$ cat src/rtl/load_store_unit.sv
// Multi-cycle load/store engine: one req/ack memory transaction per operation,
// with store lane steering, load extraction, alignment checks and an ack timeout.
module load_store_unit #(
    parameter int unsigned TIMEOUT_CYCLES = 255
) (
    input  logic        CLK,
    input  logic        rst,
    input  logic        start,
    input  logic        is_store,
    input  logic [2:0]  funct3,
    input  logic [31:0] base_addr,
    input  logic [31:0] offset,
    input  logic [31:0] store_data,
    input  logic [4:0]  rd_in,
    output logic        busy,
    output logic        mem_req,
    output logic        mem_we,
    output logic [31:0] mem_addr,
    output logic [3:0]  mem_wstrb,
    output logic [31:0] mem_wdata,
    input  logic        mem_ack,
    input  logic [31:0] mem_rdata,
    output logic        wb_valid,
    output logic [4:0]  wb_addr,
    output logic [31:0] wb_data,
    output logic        done,
    output logic        err_align,
    output logic        err_timeout
);

    typedef enum logic [2:0] {
        S_IDLE,
        S_REQ,
        S_DONE,
        S_ERR,
        S_TOUT
    } state_t;

    localparam logic [2:0] F_B  = 3'b000;
    localparam logic [2:0] F_H  = 3'b001;
    localparam logic [2:0] F_W  = 3'b010;
    localparam logic [2:0] F_BU = 3'b100;
    localparam logic [2:0] F_HU = 3'b101;
    localparam logic [7:0] TIMEOUT_LIM = 8'(TIMEOUT_CYCLES);

    state_t      state_q, state_d;
    logic [7:0]  cnt_q, cnt_d;
    logic [31:0] ea_q, ea_d;
    logic [2:0]  funct3_q, funct3_d;
    logic        is_store_q, is_store_d;
    logic [4:0]  rd_q, rd_d;
    logic        busy_q, busy_d;
    logic        mem_req_q, mem_req_d;
    logic        mem_we_q, mem_we_d;
    logic [31:0] mem_addr_q, mem_addr_d;
    logic [3:0]  mem_wstrb_q, mem_wstrb_d;
    logic [31:0] mem_wdata_q, mem_wdata_d;
    logic        wb_valid_q, wb_valid_d;
    logic [4:0]  wb_addr_q, wb_addr_d;
    logic [31:0] wb_data_q, wb_data_d;
    logic        done_q, done_d;
    logic        err_align_q, err_align_d;
    logic        err_timeout_q, err_timeout_d;

    logic [31:0] ea_in;
    logic        bad_op;
    logic [3:0]  strb_in;
    logic [31:0] wdata_in;
    logic [7:0]  ld_byte;
    logic [15:0] ld_half;
    logic [31:0] ld_data;
    logic [7:0]  cnt_inc;

    assign ea_in   = base_addr + offset;
    assign cnt_inc = cnt_q + 8'd1;

    // Classify and steer the incoming operation straight from the input operands.
    always_comb begin
        bad_op   = 1'b0;
        strb_in  = 4'b0000;
        wdata_in = store_data;
        unique case (funct3)
            F_B: begin
                strb_in  = 4'b0001 << ea_in[1:0];
                wdata_in = {4{store_data[7:0]}};
            end
            F_H: begin
                bad_op   = ea_in[0];
                strb_in  = ea_in[1] ? 4'b1100 : 4'b0011;
                wdata_in = {2{store_data[15:0]}};
            end
            F_W: begin
                bad_op  = (ea_in[1:0] != 2'b00);
                strb_in = 4'b1111;
            end
            F_BU:    bad_op = is_store;
            F_HU:    bad_op = is_store | ea_in[0];
            default: bad_op = 1'b1;
        endcase
    end

    assign ld_byte = mem_rdata[8*ea_q[1:0] +: 8];
    assign ld_half = mem_rdata[16*ea_q[1] +: 16];

    always_comb begin
        unique case (funct3_q)
            F_B:     ld_data = {{24{ld_byte[7]}}, ld_byte};
            F_BU:    ld_data = {24'd0, ld_byte};
            F_H:     ld_data = {{16{ld_half[15]}}, ld_half};
            F_HU:    ld_data = {16'd0, ld_half};
            default: ld_data = mem_rdata;
        endcase
    end

    // NOTE: every _d starts from its hold value or a pulse default, so no path
    // through this block can leave a signal unassigned and infer a latch.
    always_comb begin
        state_d       = state_q;
        cnt_d         = cnt_q;
        ea_d          = ea_q;
        funct3_d      = funct3_q;
        is_store_d    = is_store_q;
        rd_d          = rd_q;
        mem_req_d     = mem_req_q;
        mem_we_d      = mem_we_q;
        mem_addr_d    = mem_addr_q;
        mem_wstrb_d   = mem_wstrb_q;
        mem_wdata_d   = mem_wdata_q;
        wb_addr_d     = wb_addr_q;
        wb_data_d     = wb_data_q;
        wb_valid_d    = 1'b0;
        done_d        = 1'b0;
        err_align_d   = 1'b0;
        err_timeout_d = 1'b0;

        unique case (state_q)
            S_IDLE: begin
                if (start) begin
                    ea_d       = ea_in;
                    funct3_d   = funct3;
                    is_store_d = is_store;
                    rd_d       = rd_in;
                    cnt_d      = 8'd0;
                    if (bad_op) begin
                        state_d     = S_ERR;
                        err_align_d = 1'b1;
                    end else begin
                        state_d     = S_REQ;
                        mem_req_d   = 1'b1;
                        mem_we_d    = is_store;
                        mem_addr_d  = {ea_in[31:2], 2'b00};
                        mem_wstrb_d = is_store ? strb_in : 4'b0000;
                        mem_wdata_d = wdata_in;
                    end
                end
            end
            S_REQ: begin
                cnt_d = cnt_inc;
                // Ack in the limit cycle still completes the transaction.
                if (mem_ack) begin
                    state_d   = S_DONE;
                    mem_req_d = 1'b0;
                    done_d    = 1'b1;
                    if (!is_store_q && rd_q != 5'd0) begin
                        wb_valid_d = 1'b1;
                        wb_addr_d  = rd_q;
                        wb_data_d  = ld_data;
                    end
                end else if (cnt_inc == TIMEOUT_LIM) begin
                    state_d       = S_TOUT;
                    mem_req_d     = 1'b0;
                    err_timeout_d = 1'b1;
                end
            end
            default: begin
                state_d = S_IDLE;
                cnt_d   = 8'd0;
            end
        endcase

        busy_d = (state_d != S_IDLE);
    end

    // NOTE: sequential state uses non-blocking assignments only, so every flop
    // samples the pre-edge value of the others regardless of statement order.
    always_ff @(posedge CLK) begin
        if (rst) begin
            state_q       <= S_IDLE;
            cnt_q         <= 8'd0;
            ea_q          <= 32'd0;
            funct3_q      <= 3'd0;
            is_store_q    <= 1'b0;
            rd_q          <= 5'd0;
            busy_q        <= 1'b0;
            mem_req_q     <= 1'b0;
            mem_we_q      <= 1'b0;
            mem_addr_q    <= 32'd0;
            mem_wstrb_q   <= 4'd0;
            mem_wdata_q   <= 32'd0;
            wb_valid_q    <= 1'b0;
            wb_addr_q     <= 5'd0;
            wb_data_q     <= 32'd0;
            done_q        <= 1'b0;
            err_align_q   <= 1'b0;
            err_timeout_q <= 1'b0;
        end else begin
            state_q       <= state_d;
            cnt_q         <= cnt_d;
            ea_q          <= ea_d;
            funct3_q      <= funct3_d;
            is_store_q    <= is_store_d;
            rd_q          <= rd_d;
            busy_q        <= busy_d;
            mem_req_q     <= mem_req_d;
            mem_we_q      <= mem_we_d;
            mem_addr_q    <= mem_addr_d;
            mem_wstrb_q   <= mem_wstrb_d;
            mem_wdata_q   <= mem_wdata_d;
            wb_valid_q    <= wb_valid_d;
            wb_addr_q     <= wb_addr_d;
            wb_data_q     <= wb_data_d;
            done_q        <= done_d;
            err_align_q   <= err_align_d;
            err_timeout_q <= err_timeout_d;
        end
    end

    assign busy        = busy_q;
    assign mem_req     = mem_req_q;
    assign mem_we      = mem_we_q;
    assign mem_addr    = mem_addr_q;
    assign mem_wstrb   = mem_wstrb_q;
    assign mem_wdata   = mem_wdata_q;
    assign wb_valid    = wb_valid_q;
    assign wb_addr     = wb_addr_q;
    assign wb_data     = wb_data_q;
    assign done        = done_q;
    assign err_align   = err_align_q;
    assign err_timeout = err_timeout_q;

endmodule

$ cat config.mk
export PLATFORM = sky130hd
export DESIGN_NAME = load_store_unit
export DESIGN_NICKNAME = d
export VERILOG_FILES = /design/src/rtl/load_store_unit.sv
export SDC_FILE = /design/constraint.sdc
export NUM_CORES = 1
export LEC_CHECK = 0
export ABC_AREA = 1
export BUFFER_PORTS_ARGS = -buffer_cell sky130_fd_sc_hd__buf_2
export CORE_ASPECT_RATIO = 0.5
export CORE_UTILIZATION = 58
export CTS_BUF_LIST = sky130_fd_sc_hd__clkbuf_8
export CTS_CLUSTER_SIZE = 40
export DETAILED_ROUTE_END_ITERATION = 10
export PLACE_DENSITY = 0.95
export SLEW_MARGIN = 20
export SYNTH_ARGS = -nofsm -noshare
export SYNTH_HDL_FRONTEND = slang
export SYNTH_SLANG_ARGS = --single-unit
export TNS_END_PERCENT = 100
$ cat constraint.sdc
create_clock -name CLK -period 6 [get_ports CLK]
set_input_delay 0.6 -clock CLK [delete_from_list [all_inputs] [get_ports CLK]]
set_output_delay 0.6 -clock CLK [all_outputs]
set_load 0.03 [all_outputs]
==> After elaboration in Yosys (flattened, before gate mapping) <==
Index checks and enable logic that the tools add are counted.
{ "totals": {"out_inout_bits": 112, "in_bits": 141, "wordCells": 80, "regBits": 132} }
{ "op_classes": {"reduce_logical": 17, "eq_ne": 12, "n_addsub": 2, "n_mux": 22, "n_bitwise": 6, "n_shift": 3} }
{ "ops": {"columns": ["cell", "n"], "rows": [
  ["$pmux W32 S4", 1],
  ["$pmux W32 S2", 1],
  ["$add A32 B32 Y32", 1],
  ["$shiftx A32 B6 Y16", 1],
  ["$shiftx A32 B6 Y8", 1],
  ["$pmux W8 S2", 1],
  ["$eq A3 B3 Y1 const B", 4],
  ["$pmux W4 S3", 1],
  ["$eq A3 B1 Y1 const B", 3],
  ["$logic_not A3 Y1", 3],
  ["$mux W3", 3],
  ["$reduce_or A3 Y1", 3],
  ["$add A8 B1 Y8 const B", 1],
  ["$eq A8 B8 Y1 const B", 1],
  ["$mux W1", 8],
  ["$mux W4", 2],
  ["$mux W8", 1],
  ["$pmux W3 S2", 1],
  ["$reduce_and A3 Y1", 2],
  ["$not A1 Y1", 5],
  ["$pmux W1 S5", 1],
  ["$reduce_bool A5 Y1", 1],
  ["$ne A2 B2 Y1 const B", 2],
  ["$reduce_and A4 Y1", 1],
  ["other kinds (12)", 13]
]} }

==> Logic depth before layout (Yosys ltp) <==
Gate-level depths: netlist (run 1).
{ "logic_depth": {"ltp_word": 7, "depth_mapped": 13, "depth_no_buf": 13} }

==> Least setup slack after synthesis (run 1) <==
No wires, ideal clock.
{ "synth_timing": {"kind": "in2reg", "from": "in offset[0]", "to": "reg mem_addr_q[8], in the netlist mem_addr[8]", "n_path_buf": 3, "arrival_ps": 2272, "required_time_ps": 5878, "setup_time_ps": 122, "setup_slack_ps": 3606, "path_stages": 11, "path_cell_list": "ha_1 -> fa_1 -> inv_2 -> nand3_1 -> nand2_1 -> nand3_2 -> nor2_4 -> buf_6 -> buf_6 -> buf_6 -> a21oi_2"} }
{ "synth_between": {"elab_chain_cells": 5, "elab_cells_between_ends": 6, "cone_classes": "1 x add/sub; 1 x mux; 2 x bitwise; 2 x reduce/logical"} }
{ "synth_lines": {"columns": ["item", "line", "source"], "rows": [
  ["from (decl)", "12", "input logic [31:0] offset,"],
  ["$add A32 B32 Y32", "74", "assign ea_in = base_addr + offset;"],
  ["named net ea_in[1]", "65", "logic [31:0] ea_in;"],
  ["$reduce_bool A2 Y1", "93", "bad_op = (ea_in[1:0] != 2'b00);"],
  ["$pmux W1 S5", "82", "unique case (funct3)"],
  ["$not A1 Y1 (no line)", null, null],
  ["$reduce_and A3 Y1 (no line)", null, null],
  ["to (signal assigned)", "216", "mem_addr_q <= mem_addr_d;"],
  ["to (decl)", "55", "logic [31:0] mem_addr_q, mem_addr_d;"]
]} }
The timed path passes the listed nets, and every way through them passes these cells.
A chain may end at the register's enable or synchronous reset.

==> Worst setup path after layout (run 1) <==
{ "layout_timing": {"from": "in offset[0]", "to": "reg mem_wdata_q[14], in the netlist mem_wdata[14]"} }
{ "layout_between": {"elab_chain_cells": 5, "elab_cells_between_ends": 6, "cone_classes": "1 x add/sub; 1 x mux; 2 x bitwise; 2 x reduce/logical"} }
{ "layout_lines": {"columns": ["item", "line", "source"], "rows": [
  ["$add A32 B32 Y32", "74", null],
  ["named net ea_in[1]", "65", null],
  ["$reduce_bool A2 Y1", "93", null],
  ["$pmux W1 S5", "82", null],
  ["$not A1 Y1 (no line)", null, null],
  ["$reduce_and A3 Y1 (no line)", null, null],
  ["to (signal assigned)", "218", "mem_wdata_q <= mem_wdata_d;"],
  ["to (decl)", "57", "logic [31:0] mem_wdata_q, mem_wdata_d;"]
]} }
The timed path passes the listed nets, and every way through them passes these cells.

==> summary.md, run 1 <==
| Metric | Value |
|---|---|
| Max Clock Skew | `0.0146 ns` |
| Maximum vdd ir drop | `approximately 0.17 mV` |
| Dominant synthesized flop cell | `dfxtp_1` |
| Top post-synthesis cells by area | `dfxtp_1, nand2_1, inv_1` |
| Detail Route Antenna Nets | `0` |
| Routed length per instance | `roughly 15 µm` |
| Routed WL | `between 20000 and 25000 µm` |
| CORE AREA | `13600 µm²` |
| Worst EP required | `6.36 ns` |
| Leak | `5.35 nW` |
| Antenna diode count | `0` |
| Starting Density | `between 50% and 60%` |
| Hold path depth | `3` |
| CP Data Arrival Time | `between 3 and 4 ns` |
| Die area | `approximately 15000 µm²` |
| Setup Fix Bufs, Post-CTS | `0` |
| Hold WS | `between 0.3 and 0.4 ns` |
| Setup slack after layout | `2.55 ns` |
| Drc violations | `0` |
| Crit path launch type | `input pin` |
| Yosys reg bits | `between 100 and 150` |
| Top-count cell post-synth | `nand2_1` |
| Mapped cell area | `between 8000 and 9000 µm²` |
| Routed vias/inst | `5.48` |
| Final instance area | `roughly 9900 µm²` |
| I/O pins | `roughly 250` |
| Crit path capture type | `flop` |
| EDFF count, synth | `0` |
| Max Clock Freq | `between 200 and 300 MHz` |
| Worst Tran Pin Value | `~1.1 ns` |
| Post_cts resized | `0` |
| Final setup viols | `0` |
| PortBufs | `250` |
| Hold Buf Count CTS | `0` |
| First DRT Iteration DRCs | `846` |
| Tcrit/Tclk final | `a little under three fifths` |
| Die Y | `roughly 86 µm` |
| FFs w/ async S/R, synth | `0%` |
| Final Max Tran Viols | `0` |
| TNS Setup | `0 ns` |
| TritonCTS Buffers | `17` |
| Layout area overhead | `21.0%` |
| Top cells by count, synth | `nand2_1, inv_1, dfxtp_1, a21oi_1, nor2_1` |
| Post-DP Area | `9420 µm²` |
| First-pass GRT wire length | `just under 40000 µm` |
| Routability cong. | `around 0.94` |
| Hold Crit Class | `in -> reg` |
| CTS sink cnt | `approximately 130` |
| Max Cap Viol | `0` |
| Gate Count Post-Synth | `approximately 1300` |
| Clk root buf | `clkbuf_8` |
| Sequential-to-total area share from yosys stat | `between 30% and 40%` |
| HPWL after DPL | `around 19000 µm` |
| Largest net degree at the start of global routing | `80` |
| DP Worst Slack | `approximately 2.2 ns` |
| Unrepaired setup endpoints after global routing | `false` |
| Worst-Skew Late Latency | `~0.45 ns` |
| Crit Path Class | `in -> reg` |
| Final Core Density | `roughly 72%` |
| Layout cells sized above 1 | `between 20 and 25%` |
| Synth warnings | `0` |
| Final #Nets | `1655` |
| Syn_area_per_cell | `~6.5 µm²` |
| Hold Vio Cnt, Final | `0` |
| Number of global-route vias before repair | `8431` |
| Worst-path clk slew | `~0.080 ns` |
| Crit path max fanout | `57` |
| CTS H-tree depth | `4` |
| Synth top area share | `32.4%` |
| GRT overflow | `0` |
| Post-synth top area cell | `dfxtp_1` |
| FP Rows | `30` |
| Yosys cell types | `between 40 and 50` |
| CTS tree | `done` |
| Via Count | `just over 9000` |
| Iteration count of the initial detailed-routing pass | `5` |
| Reg2reg path depth | `9` |
| Slew headroom | `29.7%` |
| PwrDens | `around 260 nW/µm²` |
| Bufs on Longest Clock Path | `2` |
| Initial antenna violation count | `0` |
| Gr usage total | `between 30% and 40%` |
| Die width | `170 µm` |
| Status | `complete, no violations` |
| Min Tclk post-route | `between 3 and 4 ns` |
## area by class of cell
class / count / area [µm²]
Timing Repair Buffer: 254 / 1280
Sequential cell: 132 / 2640
Clock inverter: 14 / 203
Clock buffer: 17 / 234
Fill cell: 1116 / 3760
Multi-Input combinational cell: 892 / 4580
Tap cell: 192 / 240
Inverter: 183 / 687
## metrics by stage
step / power [mW] / instances
2_1_floorplan: 1.49 / 1254
3_5_place_dp: 1.70 / 1653
5_1_grt: 2.65 / 1684
6_report: 2.54 / 1684
4_1_cts: 2.53 / 1684
3_3_place_gp: 1.68 / 1653
## final timing paths
kind / start / endpoint / slack, ns
max: offset[0] / mem_wdata[14] / 2.55
min: rd_in[0] / rd_q[0] / 0.38
max reg2reg: state_q[1] / mem_wdata[14] / 2.64
min reg2reg: mem_req / mem_req / 0.47
## where the power goes
group	switching, mW	total, mW	internal (mW)
Combinational	0.481	0.710	0.229
Clock	0.386	0.844	0.458
Sequential	0.0465	0.986	0.940
Total	0.914	2.54	1.63
## cells by family (layout without fill, tap and decap cells)
kind of cell / Yosys count / count (layout) / share of synthesized area, %
other: 1 / 2 / 0.0460
multiplexers: 15 / 15 / 1.84
adder cells (fa/ha/maj): 34 / 34 / 5.31
AO/OA/AOI/OAI: 306 / 306 / 21.2
XOR/XNOR: 13 / 13 / 1.40
AND/OR/NAND/NOR: 522 / 522 / 26.3
flip-flops: 132 / 132 / 32.4
buffers and inverters: 230 / 468 / 11.5
## layout by cell type, fill, tap and decap left out, types with 15 or more instances in the layout
cell and count:
nor2_1 102, dfxtp_1 132, inv_1 175, o21ai_0 88
o21a_1 17, buf_2 250, ha_1 33, clkbuf_8 17
a21oi_2 20, nand3_1 54, nand2_1 328, a21oi_1 119
o21ai_1 30, mux2i_1 15
## worst max-delay path, cell delays in order
cell and delay [ns]:
buf_2 0.10, ha_1 0.23, fa_1 0.51, inv_2 0.13, nand3_1 0.15, nand2_1 0.12
nand3_2 0.14, nor2_4 0.39, buf_4 0.46, buf_4 0.58, o21ai_0 0.17, a31oi_1 0.20
## registers in the layout (all words and copies together) (netlist names), 2 cells and up
signal / flops
wb_addr: 5
state_q: 3
mem_wdata: 32
mem_wstrb: 4
cnt_q: 8
ea_q: 2
wb_data: 32
rd_q: 5
mem_addr: 30
funct3_q: 3
## metal layers
metal / share of wire, % / vias to the layer above / track usage, % / wire [µm]
met1: 42 / 4164 / 40.6 / 10300
met2: 47 / 482 / 57.4 / 11600
li1: - / 4494 / - / -
met5: 0 / - / 0 / 0
met4: 3.3 / 0 / 13.8 / 806
met3: 7.4 / 84 / 5.49 / 1820
(Power assumes the default switching activity.)
==> run 2: changes to the inputs <==
--- a/config.mk
+++ b/config.mk
@@ -8,11 +8,11 @@
 export ABC_AREA = 1
 export BUFFER_PORTS_ARGS = -buffer_cell sky130_fd_sc_hd__buf_2
 export CORE_ASPECT_RATIO = 0.5
-export CORE_UTILIZATION = 58
+export CORE_UTILIZATION = 54
 export CTS_BUF_LIST = sky130_fd_sc_hd__clkbuf_8
 export CTS_CLUSTER_SIZE = 40
 export DETAILED_ROUTE_END_ITERATION = 10
-export PLACE_DENSITY = 0.95
+export PLACE_DENSITY = 0.93
 export SLEW_MARGIN = 20
 export SYNTH_ARGS = -nofsm -noshare
 export SYNTH_HDL_FRONTEND = slang
==> constraint.sdc (replaced) <==
create_clock -name CLK -period 3.2 [get_ports CLK]
set_input_delay 0.32 -clock CLK [delete_from_list [all_inputs] [get_ports CLK]]
set_output_delay 0.32 -clock CLK [all_outputs]
set_load 0.03 [all_outputs]
==> run 2 against run 1 <==
  * Final cell count is 0.77% higher
  * Flip-flop and latch count stayed put
  * Global-route usage is 1.4 points lower
  * First-iteration DRC count is 19% lower
  * Register-to-register slack worse by 1.6 ns
  * Largest power group unchanged
  * Highest routed layer unchanged
==> summary.md, run 2 (same netlist as run 1, synthesis figures left out) <==
| Metric | Value |
|---|---|
| Status | `complete, no violations` |
| Antenna diode count | `0 (unchanged)` |
| First-pass GRT wire length | `39600 µm (+2.3%)` |
| Crit path max fanout | `56 (-1.8%)` |
| Final Max Tran Viols | `0 (unchanged)` |
| Largest net degree at the start of global routing | `65 (-19%)` |
| Final setup viols | `0 (unchanged)` |
| TNS Setup | `0 ns (unchanged)` |
| Layout cells sized above 1 | `21.7% (+0.17 points)` |
| Crit-path slowest cell | `buf_4` |
| Combinational share of power | `29.6% (+1.6 points)` |
| Final Core Density | `67.7% (-4.7 points)` |
| Worst Tran Pin Value | `0.960 ns (-0.0925 ns)` |
| CP Cell Sequence | `buf_2, ha_1, fa_1, inv_2, nand3_1, nand2_1, nand3_2, nor2_4, buf_4, o21ai_0, a31oi_1` |
| Tcrit/Tclk final | `72.9%` |
| HPWL after DPL | `19200 µm (+2.9%)` |
| Int Pwr | `2.93 mW (+80%)` |
| First DRT Iteration DRCs | `686 (-19%)` |
| Layout area overhead | `21.1% (about the same)` |
| Clk root buf | `clkbuf_8` |
| Worst EP required | `3.55 ns (-2.81 ns)` |
| Worst-Skew Late Latency | `0.43 ns (-0.02 ns)` |
| I/O pins | `253 (unchanged)` |
| CORE AREA | `14600 µm² (+7.0%)` |
| Worst-path clk slew | `0.08 ns (about the same)` |
| Critical path origin | `offset[0]` |
| Max incr delay on CP | `0.51 ns (-0.07 ns)` |
| CTS sink cnt | `132 (unchanged)` |
| Post_cts resized | `0 (unchanged)` |
| Crit path launch type | `input pin` |
| CP Data Arrival Time | `2.69 ns (-1.12 ns)` |
| Drc violations | `0 (unchanged)` |
| Register share of total power | `39.8% (+1.0 points)` |
| Fill cells | `1298 (+16%)` |
| Hold Buf Count CTS | `0 (unchanged)` |
| HP Start | `mem_ack` |
| Setup Fix Bufs, Post-CTS | `0 (unchanged)` |
| Unrepaired setup endpoints after global routing | `false` |
| PortBufs | `250 (unchanged)` |
| Routed WL | `25000 µm (+1.9%)` |
| Iteration count of the initial detailed-routing pass | `5 (unchanged)` |
| Clock share of power | `30.5% (-2.7 points)` |
| Hold path depth | `2 (-1)` |
| Routed length per instance | `14.7 µm (+1.2%)` |
| Crit Path Class | `in -> reg` |
| GRT overflow | `0 (unchanged)` |
| Maximum vdd ir drop | `0.244 mV (+42%)` |
| Commonest non-fill, non-tap cell in the layout | `nand2_1` |
| Number of global-route vias before repair | `8368 (-0.75%)` |
| Die Y | `88.9 µm (+3.6%)` |
| Most frequent cells in the layout | `nand2_1, buf_2, inv_1, dfxtp_1, a21oi_1` |
| Hold Crit Class | `in -> reg` |
| RR Startpoint | `state_q[1]` |
| Routed vias/inst | `5.46 (-0.29%)` |
| Reg2reg path depth | `9 (unchanged)` |
| Gr usage total | `31.5% (-1.4 points)` |
| PwrDens | `466 nW/µm² (+81%)` |
| Max Cap Viol | `0 (unchanged)` |
| Final #Nets | `1661 (+0.36%)` |
| Hold Vio Cnt, Final | `0 (unchanged)` |
| Switch share | `36.4% (+0.40 points)` |
| CTS tree | `done` |
| Routability cong. | `0.934 (-1.1%)` |
| Bufs on Longest Clock Path | `2 (unchanged)` |
| Starting Density | `55.9% (-3.9 points)` |
| Slew headroom | `35.9% (+6.2 points)` |
| Die width | `176 µm (+3.6%)` |
| P_sw | `1.67 mW (+83%)` |
| Max Clock Freq | `428 MHz` |
| Leak | `5.36 nW (+0.29%)` |
| Initial antenna violation count | `0 (unchanged)` |
| CTS H-tree depth | `4 (unchanged)` |
| TritonCTS Buffers | `17 (unchanged)` |
| FP Rows | `31 (+3.3%)` |
| Max Clock Skew | `0.0112 ns (-0.00332 ns)` |
| Detail Route Antenna Nets | `0 (unchanged)` |
| Crit path capture type | `flop` |
| Via Count | `9268 (+0.48%)` |
| Die area | `15600 µm² (+7.3%)` |
| Min Tclk post-route | `between 2 and 2.5 ns` |
-- run 2: power groups by stage --
stage | clock, mW | combinational, mW | sequential, mW
finish | 1.40 | 1.36 | 1.83
global route | 1.49 | 1.50 | 1.84
CTS | 1.42 | 1.34 | 1.83
detailed placement | 0 | 1.34 | 1.87
global placement | 0 | 1.30 | 1.86
floorplan | 0 | 0.743 | 2.05
-- run 2: worst paths after layout --
kind                    to  slack (ns)
min            err_timeout        0.11
min reg2reg     is_store_q        0.47
max reg2reg  mem_wdata[12]        1.05
max          mem_wdata[12]        0.87
-- run 2: critical path, delay by kind of cell --
kind            cells  cell delay, ns
simple gates        4            0.55
buf+inv             3            0.73
compound gates      2            0.35
fa+ha+maj           2            0.73
-- run 2: stage by stage --
step	power [mW]	cells	hold slack (ns)	worst slack [ns]	cell area, µm²
3_3_place_gp	3.17	1665	0.450	0.647	9470
6_report	4.60	1697	0.112	0.866	9870
4_1_cts	4.59	1697	0.0866	0.934	9870
5_1_grt	4.83	1697	0.103	0.702	9870
3_5_place_dp	3.20	1665	0.454	0.485	9470
2_1_floorplan	2.80	1254	0.398	1.09	8150
-- run 2: final cells by class --
type	count	area (µm²)	share of cell area [%]
tap	198	248	2.51
multi-input combinational	892	4570	46.3
clock buffer	19	262	2.65
inverter	183	687	6.96
timing repair buffer	260	1330	13.4
clock inverter	13	134	1.36
sequential	132	2640	26.8
-- run 2: metal layers --
| metal | GRT usage (%) | share of wire [%] |
|---|---|---|
| met5 | 0 | 0 |
| met4 | 13.7 | 3.3 |
| met2 | 55.3 | 47 |
| met1 | 39.2 | 42 |
| met3 | 4.81 | 8.0 |
==> run 3: changes to the inputs <==
==> constraint.sdc (replaced) <==
create_clock -name CLK -period 2.2 [get_ports CLK]
set_input_delay 0.22 -clock CLK [delete_from_list [all_inputs] [get_ports CLK]]
set_output_delay 0.22 -clock CLK [all_outputs]
set_load 0.03 [all_outputs]
==> run 3 against run 2 <==
  * First-iteration DRC count decreased by 3.2%
  * Utilization grew 0.69 points
  * Worst setup slack got worse by 0.57 ns
  * Routed wire length rose by 0.90%
  * Final area grew 1.0%
  * Clock skew up 0.0040 ns
  * Via count down 0.21%
  * Critical endpoint is now wb_data[10]
==> summary.md, run 3 (same netlist as run 1, synthesis figures left out) <==
| Metric | Value |
|---|---|
| GRT overflow | `0 (unchanged)` |
| Layout cells sized above 1 | `22.1% (+0.38 points)` |
| PwrDens | `683 nW/µm² (+46%)` |
| Routed length per instance | `14.8 µm (+0.55%)` |
| Hold Crit Class | `in -> reg` |
| M1 GR Usage | `38.1% (-1.1 points)` |
| Largest net degree at the start of global routing | `57 (-12%)` |
| Maximum vdd ir drop | `0.561 mV (+130%)` |
| Detail Route Antenna Nets | `0 (unchanged)` |
| Final Max Tran Viols | `0 (unchanged)` |
| Via Count | `9249 (-0.21%)` |
| Layout area overhead | `22.3%` |
| Status | `complete, no violations` |
| Setup Fix Bufs, Post-CTS | `0 (unchanged)` |
| Worst EP required | `2.55 ns (-1.00 ns)` |
| Routability cong. | `0.949 (+1.6%)` |
| Power consumption | `6.81 mW (+48%)` |
| R2r setup slk | `0.30 ns (-0.75 ns)` |
| Clk root buf | `clkbuf_8` |
| TNS Setup | `0 ns (unchanged)` |
| Die area | `15600 µm² (unchanged)` |
| Post-DP Area | `9560 µm² (+0.87%)` |
| Routed vias/inst | `5.43 (-0.56%)` |
| Worst-path clk slew | `0.08 ns (about the same)` |
| Initial antenna violation count | `0 (unchanged)` |
| Bufs on Longest Clock Path | `2 (unchanged)` |
| RR Endpoint | `wb_data[10]` |
| Worst Tran Pin Value | `0.978 ns (+0.0181 ns)` |
| Tcrit/Tclk final | `between 80% and 90%` |
| Slew headroom | `34.7% (-1.2 points)` |
| FP Rows | `31 (unchanged)` |
| Met2 Use GR | `57.5% (+2.2 points)` |
| Die width | `176 µm (unchanged)` |
| Hold path depth | `3 (+1)` |
| PortBufs | `250 (unchanged)` |
| Layout Cells excl Fill | `1703 (+0.35%)` |
| Unrepaired setup endpoints after global routing | `false` |
| Iteration count of the initial detailed-routing pass | `8 (+3)` |
| DP Worst Slack | `-0.0122 ns (-0.497 ns)` |
| CTS sink cnt | `132 (unchanged)` |
| Antenna diode count | `0 (unchanged)` |
| Die Y | `88.9 µm (unchanged)` |
| Routed WL | `25200 µm (+0.90%)` |
| Gr usage total | `31.9% (+0.34 points)` |
| Crit path launch type | `flop` |
| Commonest non-fill, non-tap cell in the layout | `nand2_1` |
| Min Tclk post-route | `1.90 ns` |
| Starting Density | `55.9% (unchanged)` |
| Placed insts | `1671 (+0.36%)` |
| Max Clock Freq | `525 MHz` |
| Crit Path Class | `reg -> reg` |
| Most frequent cells in the layout | `nand2_1, buf_2, inv_1, dfxtp_1, a21oi_1` |
| I/O pins | `253 (unchanged)` |
| Setup slack after layout | `0.297 ns (-0.569 ns)` |
| Max Clock Skew | `0.0152 ns (+0.00395 ns)` |
| Drc violations | `0 (unchanged)` |
| First-pass GRT wire length | `40000 µm (+0.92%)` |
| Max Cap Viol | `0 (unchanged)` |
| Final instance area | `9970 µm² (+1.0%)` |
| Final setup viols | `0 (unchanged)` |
| First DRT Iteration DRCs | `664 (-3.2%)` |
| Worst-Skew Late Latency | `0.43 ns (about the same)` |
| CTS tree | `done` |
| Hold Buf Count CTS | `0 (unchanged)` |
| Met3 usage | `5.76% (+0.95 points)` |
| TritonCTS Buffers | `17 (unchanged)` |
| HPWL after DPL | `19100 µm (-0.76%)` |
| Reg2reg path depth | `8 (-1)` |
| Grt peak-use layer | `met2` |
| CORE AREA | `14600 µm² (unchanged)` |
| Leak | `5.42 nW (+1.0%)` |
| Hold Vio Cnt, Final | `0 (unchanged)` |
| Crit path capture type | `flop` |
| Post_cts resized | `0 (unchanged)` |
| Number of global-route vias before repair | `8484 (+1.4%)` |
| HP Start | `rd_in[0]` |
| Crit path max fanout | `8 (-86%)` |
| RR Startpoint | `funct3_q[1]` |
| CP Data Arrival Time | `2.25 ns (-0.44 ns)` |
| CTS H-tree depth | `4 (unchanged)` |
| Worst Hold Endpoint | `rd_q[0]` |
| Final #Nets | `1667 (+0.36%)` |
[run 3: how the worst max path moves through the flow]
stage	from	to	slack, ns	cells past startpoint
finish	funct3_q[1]	wb_data[10]	0.30	8
CTS	rd_q[0]	wb_data[30]	0.32	7
floorplan	offset[0]	mem_addr[8]	0.19	11
detailed placement	offset[0]	mem_wdata[12]	-0.01	11
global placement	offset[0]	mem_wdata[10]	0.06	11
global route	rd_q[0]	wb_data[18]	0.07	7
[run 3: where the power goes]
group          internal, mW  switching, mW  total [mW]
Clock                  1.13          0.993        2.13
Sequential             2.56          0.104        2.67
Combinational         0.656           1.35        2.01
[run 3: critical path, stage by stage, from the launching register on]
cell,delay [ns]
dfxtp_1,0.32
inv_2,0.13
nand3_1,0.28
inv_2,0.18
nand2_1,0.09
o21a_1,0.14
nor2_1,0.44
nor2_1,0.08
a21oi_1,0.16
[run 3: metrics by stage]
step,utilization [%],hold slack (ns)
after detailed placement,65.5,0.450
after global routing,68.4,0.00624
after floorplan,-,0.298
after global placement,65.5,0.444
final,68.4,0.0283
after CTS,68.4,0.00418
[run 3: layout make-up]
class / instances / area [µm²]
sequential: 132 / 2640
timing repair buffer: 266 / 1410
multi-input combinational: 892 / 4570
clock buffer: 21 / 289
clock inverter: 11 / 124
inverter: 183 / 687
fill: 1303 / 4610
tap: 198 / 248
[run 3: per-layer routing]
layer  vias up  routed length [µm]
met3        88                1710
met2       453               11800
met1      4171               10700
li1       4537                   -
met5         -                   0
met4         0                 925
